**src/rtl/nec_prefetch_ctrl_pkg.sv**
```systemverilog
// NEC-style instruction prefetch controller: shared types.
// Queue depth, address width and FSM state encoding.
package nec_prefetch_ctrl_pkg;

  localparam int IPQ_DEPTH = 8;
  localparam int ADDR_W    = 16;
  localparam int DATA_W    = 16;

  typedef enum logic [1:0] {
    ST_IDLE,
    ST_FETCH,
    ST_EU_ACCESS,
    ST_DISCARD
  } prefetch_state_e;

  // Bytes a fetch from address a would bring in, given free slots.
  // Returns 0 when nothing may be issued.
  function automatic logic [1:0] fetch_size(
    input logic [ADDR_W-1:0] a,
    input logic [3:0]        free
  );
    logic [1:0] sz;
    sz = 2'd0;
    if (!a[0] && free >= 4'd2) sz = 2'd2;
    if ( a[0] && free >= 4'd1) sz = 2'd1;
    return sz;
  endfunction

endpackage

```
**src/rtl/nec_prefetch_ctrl_if.sv**
```systemverilog
// Bus-side request/acknowledge bundle of the prefetch controller.
// master = controller, slave = bus / memory side.
interface nec_prefetch_ctrl_if;
  import nec_prefetch_ctrl_pkg::*;

  logic              bus_req;
  logic              bus_wr;
  logic              bus_word;
  logic [ADDR_W-1:0] bus_addr;
  logic [DATA_W-1:0] bus_wdata;
  logic              bus_ack;
  logic [DATA_W-1:0] bus_rdata;

  modport master (
    output bus_req,
    output bus_wr,
    output bus_word,
    output bus_addr,
    output bus_wdata,
    input  bus_ack,
    input  bus_rdata
  );

  modport slave (
    input  bus_req,
    input  bus_wr,
    input  bus_word,
    input  bus_addr,
    input  bus_wdata,
    output bus_ack,
    output bus_rdata
  );

endinterface

```
**src/rtl/nec_prefetch_ctrl.sv**
```systemverilog
// Instruction prefetch queue + bus arbiter between prefetch and EU.
// Optional IPQ_STARVE_PRIORITY_EN: fetch beats EU when queue is empty.
module nec_prefetch_ctrl
  import nec_prefetch_ctrl_pkg::*;
#(
  parameter int QUEUE_DEPTH = IPQ_DEPTH
) (
  input  logic                   clk,
  input  logic                   reset,
  input  logic                   ce_1,
  input  logic                   ce_2,
  input  logic                   set_pc,
  input  logic [ADDR_W-1:0]      new_pc,
  input  logic [ADDR_W-1:0]      dec_pc,
  output logic [7:0][7:0]        ipq,
  output logic [3:0]             ipq_len,
  input  logic                   eu_req,
  input  logic                   eu_wr,
  input  logic [ADDR_W-1:0]      eu_addr,
  input  logic [DATA_W-1:0]      eu_wdata,
  output logic                   eu_ack,
  output logic [DATA_W-1:0]      eu_rdata,
  nec_prefetch_ctrl_if.master    bus
);

  prefetch_state_e   state_q;
  logic [ADDR_W-1:0] fetch_addr_q;
  logic [7:0][7:0]   ipq_q;
  logic              bus_req_q;
  logic              bus_wr_q;
  logic              bus_word_q;
  logic [ADDR_W-1:0] bus_addr_q;
  logic [DATA_W-1:0] bus_wdata_q;
  logic              eu_ack_q;
  logic [DATA_W-1:0] eu_rdata_q;

  logic [ADDR_W-1:0] span_d;
  logic [3:0]        free_d;
  logic [1:0]        fsize_d;
  logic              fetch_ok_d;
  logic              eu_win_d;
  logic [2:0]        widx_d;
  logic [ADDR_W-1:0] fa_next_d;

  // ce_2 has no role in this controller; kept for the phase interface.
  logic unused_ce2;
  assign unused_ce2 = ce_2;

  // Queue occupancy, free space and IDLE arbitration decision.
  always_comb begin
    span_d     = fetch_addr_q - dec_pc;
    ipq_len    = span_d[3:0];
    free_d     = 4'(QUEUE_DEPTH) - ipq_len;
    fsize_d    = fetch_size(fetch_addr_q, free_d);
    fetch_ok_d = (fsize_d != 2'd0) && !set_pc;
`ifdef IPQ_STARVE_PRIORITY_EN
    eu_win_d   = eu_req && !(fetch_ok_d && ipq_len == 4'd0);
`else
    eu_win_d   = eu_req;
`endif
    widx_d     = fetch_addr_q[2:0];
    fa_next_d  = fetch_addr_q + (bus_word_q ? 16'd2 : 16'd1);
  end

  // Prefetch FSM with registered bus/EU outputs and queue writes.
  always_ff @(posedge clk or posedge reset) begin
    if (reset) begin
      state_q      <= ST_IDLE;
      fetch_addr_q <= '0;
      ipq_q        <= '0;
      bus_req_q    <= 1'b0;
      bus_wr_q     <= 1'b0;
      bus_word_q   <= 1'b0;
      bus_addr_q   <= '0;
      bus_wdata_q  <= '0;
      eu_ack_q     <= 1'b0;
      eu_rdata_q   <= '0;
    end else if (ce_1) begin
      eu_ack_q <= 1'b0;
      unique case (state_q)
        ST_IDLE: begin
          if (set_pc) fetch_addr_q <= new_pc;
          if (eu_win_d) begin
            state_q     <= ST_EU_ACCESS;
            bus_req_q   <= 1'b1;
            bus_addr_q  <= eu_addr;
            bus_wr_q    <= eu_wr;
            bus_word_q  <= 1'b1;
            bus_wdata_q <= eu_wdata;
          end else if (fetch_ok_d) begin
            state_q     <= ST_FETCH;
            bus_req_q   <= 1'b1;
            bus_addr_q  <= fetch_addr_q;
            bus_wr_q    <= 1'b0;
            bus_word_q  <= (fsize_d == 2'd2);
            bus_wdata_q <= '0;
          end
        end
        ST_FETCH: begin
          if (set_pc) begin
            fetch_addr_q <= new_pc;
            if (bus.bus_ack) begin
              state_q   <= ST_IDLE;
              bus_req_q <= 1'b0;
            end else begin
              state_q   <= ST_DISCARD;
            end
          end else if (bus.bus_ack) begin
            ipq_q[widx_d] <= bus.bus_rdata[7:0];
            if (bus_word_q)
              ipq_q[widx_d + 3'd1] <= bus.bus_rdata[15:8];
            fetch_addr_q <= fa_next_d;
            state_q      <= ST_IDLE;
            bus_req_q    <= 1'b0;
          end
        end
        ST_EU_ACCESS: begin
          if (set_pc) fetch_addr_q <= new_pc;
          if (bus.bus_ack) begin
            eu_ack_q   <= 1'b1;
            eu_rdata_q <= bus.bus_rdata;
            state_q    <= ST_IDLE;
            bus_req_q  <= 1'b0;
          end
        end
        ST_DISCARD: begin
          if (set_pc) fetch_addr_q <= new_pc;
          if (bus.bus_ack) begin
            state_q   <= ST_IDLE;
            bus_req_q <= 1'b0;
          end
        end
      endcase
    end
  end

  assign ipq           = ipq_q;
  assign eu_ack        = eu_ack_q;
  assign eu_rdata      = eu_rdata_q;
  assign bus.bus_req   = bus_req_q;
  assign bus.bus_wr    = bus_wr_q;
  assign bus.bus_word  = bus_word_q;
  assign bus.bus_addr  = bus_addr_q;
  assign bus.bus_wdata = bus_wdata_q;

endmodule

```
**src/flat_wrapper.sv**
```systemverilog
// flat-port wrapper written by rule: the top's interface ports become plain ports
module nec_prefetch_ctrl_flat import nec_prefetch_ctrl_pkg::*;
#(
  parameter int QUEUE_DEPTH = IPQ_DEPTH
)
  (clk, reset, ce_1, ce_2, set_pc, new_pc, dec_pc, ipq, ipq_len, eu_req, eu_wr, eu_addr, eu_wdata, eu_ack, eu_rdata, bus_bus_req, bus_bus_wr, bus_bus_word, bus_bus_addr, bus_bus_wdata, bus_bus_ack, bus_bus_rdata);
  nec_prefetch_ctrl_if bus_i ();
  input  logic clk;
  input  logic reset;
  input  logic ce_1;
  input  logic ce_2;
  input  logic set_pc;
  input  logic [ADDR_W-1:0] new_pc;
  input  logic [ADDR_W-1:0] dec_pc;
  output logic [7:0][7:0] ipq;
  output logic [3:0] ipq_len;
  input  logic eu_req;
  input  logic eu_wr;
  input  logic [ADDR_W-1:0] eu_addr;
  input  logic [DATA_W-1:0] eu_wdata;
  output logic eu_ack;
  output logic [DATA_W-1:0] eu_rdata;
  output wire logic [$bits(bus_i.bus_req)-1:0] bus_bus_req;
  output wire logic [$bits(bus_i.bus_wr)-1:0] bus_bus_wr;
  output wire logic [$bits(bus_i.bus_word)-1:0] bus_bus_word;
  output wire logic [$bits(bus_i.bus_addr)-1:0] bus_bus_addr;
  output wire logic [$bits(bus_i.bus_wdata)-1:0] bus_bus_wdata;
  input wire logic [$bits(bus_i.bus_ack)-1:0] bus_bus_ack;
  input wire logic [$bits(bus_i.bus_rdata)-1:0] bus_bus_rdata;
  assign bus_bus_req = bus_i.bus_req;
  assign bus_bus_wr = bus_i.bus_wr;
  assign bus_bus_word = bus_i.bus_word;
  assign bus_bus_addr = bus_i.bus_addr;
  assign bus_bus_wdata = bus_i.bus_wdata;
  assign bus_i.bus_ack = bus_bus_ack;
  assign bus_i.bus_rdata = bus_bus_rdata;
  nec_prefetch_ctrl #(.QUEUE_DEPTH(QUEUE_DEPTH)) u_core (.clk(clk), .reset(reset), .ce_1(ce_1), .ce_2(ce_2), .set_pc(set_pc), .new_pc(new_pc), .dec_pc(dec_pc), .ipq(ipq), .ipq_len(ipq_len), .eu_req(eu_req), .eu_wr(eu_wr), .eu_addr(eu_addr), .eu_wdata(eu_wdata), .eu_ack(eu_ack), .eu_rdata(eu_rdata), .bus(bus_i));
endmodule
```
**config.mk**
```make
export PLATFORM = sky130hd
export DESIGN_NAME = nec_prefetch_ctrl_flat
export DESIGN_NICKNAME = d
export VERILOG_FILES = /design/src/rtl/nec_prefetch_ctrl_pkg.sv /design/src/rtl/nec_prefetch_ctrl_if.sv /design/src/rtl/nec_prefetch_ctrl.sv /design/src/flat_wrapper.sv
export SDC_FILE = /design/constraint.sdc
export NUM_CORES = 1
export LEC_CHECK = 0
export CAP_MARGIN = 20
export CORE_MARGIN = 5
export CORE_UTILIZATION = 47
export DETAILED_ROUTE_END_ITERATION = 10
export PLACE_DENSITY = 0.81
export SLEW_MARGIN = 20
export SYNTH_ARGS = -nofsm -noshare
export SYNTH_HDL_FRONTEND = slang
export SYNTH_SLANG_ARGS = --single-unit
```
**constraint.sdc**
```tcl
create_clock -name clk -period 4.9 [get_ports clk]
set_input_delay 0.49 -clock clk [delete_from_list [all_inputs] [get_ports clk]]
set_output_delay 0.49 -clock clk [all_outputs]
set_load 0.02 [all_outputs]
```
; ---- Word-level counts from Yosys, hierarchy flattened
; Index checks and enable logic that the tools add are counted.
[totals]
reg_bits = 134
inputBits = 88
[op_classes]
add_sub_neg = 4
magnitude_cmp = 6
eq_ne = 8
mux = 34
n_bitwise = 1
reduce_logical = 19
[op_table]
columns = cell, n
row1 = $bwmux W64, 2
row2 = $mux W16, 7
row3 = $mux W64, 1
row4 = $demux W8 S3, 2
row5 = $pmux W16 S2, 1
row6 = $add A16 B2 Y16, 1
row7 = $mux W2, 8
row8 = $mux W8, 2
row9 = $reduce_and A3 Y1, 4
row10 = $mux W1, 9
row11 = $lt A3 B4 Y1 const B, 2
row12 = $eq A2 B2 Y1 const B, 3
row13 = $ge A3 B1 Y1 const B, 2
row14 = $pmux W2 S3, 1
row15 = $reduce_or A3 Y1, 2
row16 = $logic_and A1 B1 Y1, 5
row17 = $ge A4 B1 Y1 const B, 1
row18 = $ge A4 B2 Y1 const B, 1
row19 = $ne A2 B1 Y1 const B, 2
row20 = $reduce_and A4 Y1, 1
row21 = $reduce_bool A2 Y1, 2
row22 = $sub A4 B4 Y4, 1
row23 = $sub A4 B4 Y4 const A, 1
row24 = $add A3 B1 Y3 const B, 1
row25 = other kinds (9), 10

; ---- Depth between registers and ports, before layout
[depth]
ltp_word = 11
depth_mapped = 12
mapped_depth_nobuf = 10

; ---- Least setup slack after synthesis
; No wires, ideal clock.
[synth_timing]
path_type = register to register
from = register u_core.fetch_addr_q[0]
to = register u_core.bus_addr_q[10], in the netlist u_core.bus.bus_addr[10]
arrival_ps = 2657
t_required_ps = 4775
path_slack_ps = 2118
path_stages_with_launch = 13
period_less_slack_ps = 2782
cell_sequence = dfrtp_1 inv_1 ha_1 fa_1 inv_1 ha_1 nor3_1 a21oi_1 nor2_1 a21bo_1 buf_6 buf_12 mux2_4
[synth_via]
elab_chain_len = 10
[synth_rtl]
columns = item, line_no
row1 = from (decl), nec_prefetch_ctrl.sv:27  ; logic [ADDR_W-1:0] fetch_addr_q;
row2 = from (signal assigned), nec_prefetch_ctrl.sv:82  ; if (set_pc) fetch_addr_q <= new_pc;
row3 = from (signal assigned), nec_prefetch_ctrl.sv:101  ; fetch_addr_q <= new_pc;
row4 = from (signal assigned), nec_prefetch_ctrl.sv:112  ; fetch_addr_q <= fa_next_d;
row5 = $sub A4 B4 Y4 *, nec_prefetch_ctrl.sv:51  ; span_d = fetch_addr_q - dec_pc;
row6 = named net ipq_len[1], flat_wrapper.sv:16  ; output logic [3:0] ipq_len;
row7 = $sub A4 B4 Y4 *, nec_prefetch_ctrl.sv:53  ; free_d = 4'(QUEUE_DEPTH) - ipq_len;
row8 = $ge A4 B2 Y1, nec_prefetch_ctrl_pkg.sv:24  ; if (!a[0] && free >= 4'd2) sz = 2'd2;
row9 = $logic_and A1 B1 Y1, nec_prefetch_ctrl_pkg.sv:24
row10 = $mux W2, nec_prefetch_ctrl_pkg.sv:24
row11 = $mux W2 *, nec_prefetch_ctrl_pkg.sv:25  ; if ( a[0] && free >= 4'd1) sz = 2'd1;
row12 = $reduce_bool A2 Y1 *, nec_prefetch_ctrl.sv:55  ; fetch_ok_d = (fsize_d != 2'd0) && !set_pc;
row13 = $logic_and A1 B1 Y1 *, nec_prefetch_ctrl.sv:55
row14 = $reduce_bool A2 Y1 (no source line) *, -
row15 = $reduce_and A3 Y1 (no source line) *, -
row16 = to (signal assigned), nec_prefetch_ctrl.sv:86  ; bus_addr_q <= eu_addr;
row17 = to (signal assigned), nec_prefetch_ctrl.sv:93  ; bus_addr_q <= fetch_addr_q;
row18 = to (decl), nec_prefetch_ctrl.sv:32  ; logic [ADDR_W-1:0] bus_addr_q;
; The timed path passes the listed nets; every way through them passes the cells marked *.
; A chain may end at the register's enable or synchronous reset.

; ---- Worst setup path in the final report
[layout_timing]
from = register u_core.fetch_addr_q[0]
to = register u_core.bus_wdata_q[4], in the netlist u_core.bus.bus_wdata[4]
[layout_via]
elab_chain_len = 10
[layout_rtl]
columns = item, line_no
row1 = $sub A4 B4 Y4, nec_prefetch_ctrl.sv:51
row2 = $sub A4 B4 Y4, nec_prefetch_ctrl.sv:53
row3 = $ge A4 B2 Y1, nec_prefetch_ctrl_pkg.sv:24
row4 = $logic_and A1 B1 Y1, nec_prefetch_ctrl_pkg.sv:24
row5 = $mux W2, nec_prefetch_ctrl_pkg.sv:24
row6 = $mux W2 *, nec_prefetch_ctrl_pkg.sv:25
row7 = $reduce_bool A2 Y1 *, nec_prefetch_ctrl.sv:55
row8 = $logic_and A1 B1 Y1 *, nec_prefetch_ctrl.sv:55
row9 = $reduce_bool A2 Y1 (no source line) *, -
row10 = $reduce_and A3 Y1 (no source line) *, -
row11 = to (signal assigned), nec_prefetch_ctrl.sv:89  ; bus_wdata_q <= eu_wdata;
row12 = to (decl), nec_prefetch_ctrl.sv:33  ; logic [DATA_W-1:0] bus_wdata_q;
; Every way passes the cells marked *; elsewhere a longest branch is shown, timed or not.

==> results.ini <==
[timing]
slew_viol_final=0
rsz0062_at_grt=false
hold_viol=0
tightest_slew_ns=0.972
holdWs_ns=0.494
relSlewSlack_pct=34.9
totalNegativeSetupSlack_ns=0
fin_crit_sh_pct=79.5
period_minus_slack_ns=3.89
setup_viol=0
skew_ns=0.00733
fmax_ghz=0.257

[routing]
viasPerCell=5.87
drt_iter0_drc=687
drc_errors=0
wl_um=20100
vias=5995
wl_per_cell_um=19.7
ant_nets=0
firstDrtPassIters=5

[critical_path]
worst-setup-path-type=flip-flop to flip-flop
cp_slowest_stage_delay_ns=0.71
critical_path.endpoint_type=flip-flop
worst_path_most_repeated_cell=ha_1
worstPathMaxFanout=24
cpLargestDelayFamily=adder cells
cp.arrival_ns=4.22
critical_path.cell_chain=inv_1 -> ha_1 -> fa_1 -> ha_1 -> o211ai_1 -> o21a_1 -> mux2i_2 -> a21bo_2 -> buf_4 -> mux2i_1
worst-path-buf-inv=2
crit_path_start_kind=flip-flop
cp_slowest_cell=a21bo_2
worst_ep_required_time_ns=5.23

[logic_synthesis]
synth_edf_count=0
yosysUniqueCellTypes=47
synth_flop_cell=dfrtp_1
synth.ff_latch_count=134
syn_nets=762
yosys_warnings=0
syn_inst=662
avgSynthCellArea_um2=9.92
seq_area_frac_synth_pct=51.1
async_flop_share_pct=100
syn_area_um2=6560

[die]
dieArea_um2=16400
initial_core_util_pct=47.7
coreArea_um2=13800
io_pins=208
dieHeight_um=128
die_width_um=128
rows=43

[global_route]
grt_max_degree=110
grt_pass1_vias=6041
grt_usage_pct=24.2
antenna_found_initial=0
gr-total-overflow=0
grt_pass1_wl_um=31300

[clock_network]
clkSinkCount=134
post_cts_buffers=0
clk_path_buf_depth=2
clk_latency_ns=0.42
cts_hold_buf=0
cts.repair.resized=0
cts_tree=built
cts_buffers=17
cts_root_buf=clkbuf_16
path_clk_slew_ns=0.06
htree_levels=4

[final_layout]
nets=930
diodes=0
area_growth_pct=39.5
drive_gt1_share_pct=10.7
fillers=1106

[placed_design]
port_buffers=194
gp_congestion=0.858
dpl.hpwl_um=14200

[hold_path]
holdCritPathClass=flip-flop to flip-flop

[pwr]
leakagePower_nw=3.94
p_per_area_nw_per_um2=645
peakVddDrop_mv=0.303

[flow_run]
maxCapViolCount=0

[status]
outcome=finished clean

-- through the flow --
stage	power, mW	utilization, %	cells	setup WS (ns)	area (µm²)
after global routing	6.21	66.5	1022	0.736	9150
after floorplan	3.38	-	662	0.827	6560
final	5.91	66.5	1022	1.01	9150
after global placement	4.50	62.0	991	1.20	8540
after CTS	5.94	66.4	1022	0.996	9150
after detailed placement	4.60	62.0	991	0.968	8540
-- power breakdown --
group | total, mW | internal (mW) | switching [mW]
Clock | 1.32 | 0.852 | 0.464
Sequential | 1.90 | 1.56 | 0.336
Combinational | 2.69 | 1.29 | 1.40
-- per-layer routing --
layer / vias to the layer above / wire [µm] / track usage, % / part of all wire [%]
met1: 2893 / 7640 / 29.2 / 38
met5: - / 0 / 0 / 0
li1: 2694 / - / - / -
met2: 343 / 9610 / 40.7 / 48
met3: 65 / 2160 / 8.04 / 11
met4: 0 / 686 / 8.43 / 3.4
-- cell usage in the layout, fill, tap and decap left out, types with 8 or more instances in the layout --
master,count
ha_1,10
dfrtp_1,134
a21oi_1,102
o22ai_1,70
mux2_4,12
clkdlybuf4s50_1,194
clkbuf_16,17
nand3_1,19
mux2i_1,18
mux2_2,34
nand4_1,8
inv_1,27
nand2_1,44
nor2_1,75
o21ai_0,13
-- logic make-up after synthesis --
group,after synthesis,share of synthesized area [%]
AOI/OAI and AO/OA,202,17.7
xor gates and xnor gates,5,0.782
adders and majority gates,12,2.52
buffers and inverters,78,5.24
DFF,134,51.1
muxes,65,11.5
and+or+nand+nor,166,11.2
-- cell type report --
type | count | area [µm²] | area share (%)
repair buffers | 198 | 1970 | 21.5
inverters | 29 | 116 | 1.27
multi-input cells | 450 | 2880 | 31.4
clock inverters | 7 | 119 | 1.30
well taps | 180 | 225 | 2.46
clock buffers | 24 | 492 | 5.37
flip-flops and latches | 134 | 3350 | 36.6
-- registers in the layout (all words and copies together), names as in the netlist --
name / flops
u_core.bus.bus_wr: 1
u_core.eu_rdata: 16
u_core.fetch_addr_q: 16
u_core.bus.bus_word: 1
u_core.bus.bus_req: 1
u_core.ipq: 64
u_core.state_q: 2
u_core.eu_ack: 1
u_core.bus.bus_wdata: 16
u_core.bus.bus_addr: 16
-- synthesized netlist by cell type, types with 2 or more instances --
cell,count,share of area (%)
mux2_4,12,2.7
nor3_1,2,0.15
xor2_1,2,0.27
buf_12,2,0.61
buf_2,3,0.23
xnor2_1,2,0.27
mux2_2,34,5.8
o22ai_1,70,6.7
o21ai_0,13,0.99
nor2b_1,3,0.29
clkbuf_1,18,1.0
a211oi_1,2,0.23
mux2i_1,18,2.7
dfrtp_1,134,51
o21a_1,2,0.23
o211ai_1,2,0.23
nor3b_1,2,0.23
buf_6,2,0.34
ha_1,10,1.9
a21oi_1,102,7.8
and3_1,3,0.29
nand2_1,44,2.5
fa_1,2,0.61
a2bb2oi_1,2,0.27
nand4_1,8,0.76
or3_1,5,0.48
nor2_1,75,4.3
buf_1,24,1.4
inv_1,28,1.6
nand3_1,19,1.4
-- path summary, 6_finish.rpt --
kind	start	cells past startpoint	endpoint	slack (ns)
max in group asynchronous	reset	3	u_core.ipq[22]$_DFFE_PP0P_	3.48
max	u_core.fetch_addr_q[0]$_DFFE_PP0P_	10	u_core.bus.bus_wdata[4]$_DFFE_PP0P_	1.01
min reg2reg	u_core.bus.bus_wr$_DFFE_PP0P_	1	u_core.bus.bus_wr$_DFFE_PP0P_	0.49
min in group asynchronous	reset	2	u_core.eu_rdata[5]$_DFFE_PP0P_	0.58
max reg2reg	u_core.fetch_addr_q[0]$_DFFE_PP0P_	10	u_core.bus.bus_wdata[4]$_DFFE_PP0P_	1.01
min	u_core.bus.bus_wr$_DFFE_PP0P_	1	u_core.bus.bus_wr$_DFFE_PP0P_	0.49
Note: power is estimated with default switching activity, not from simulation.
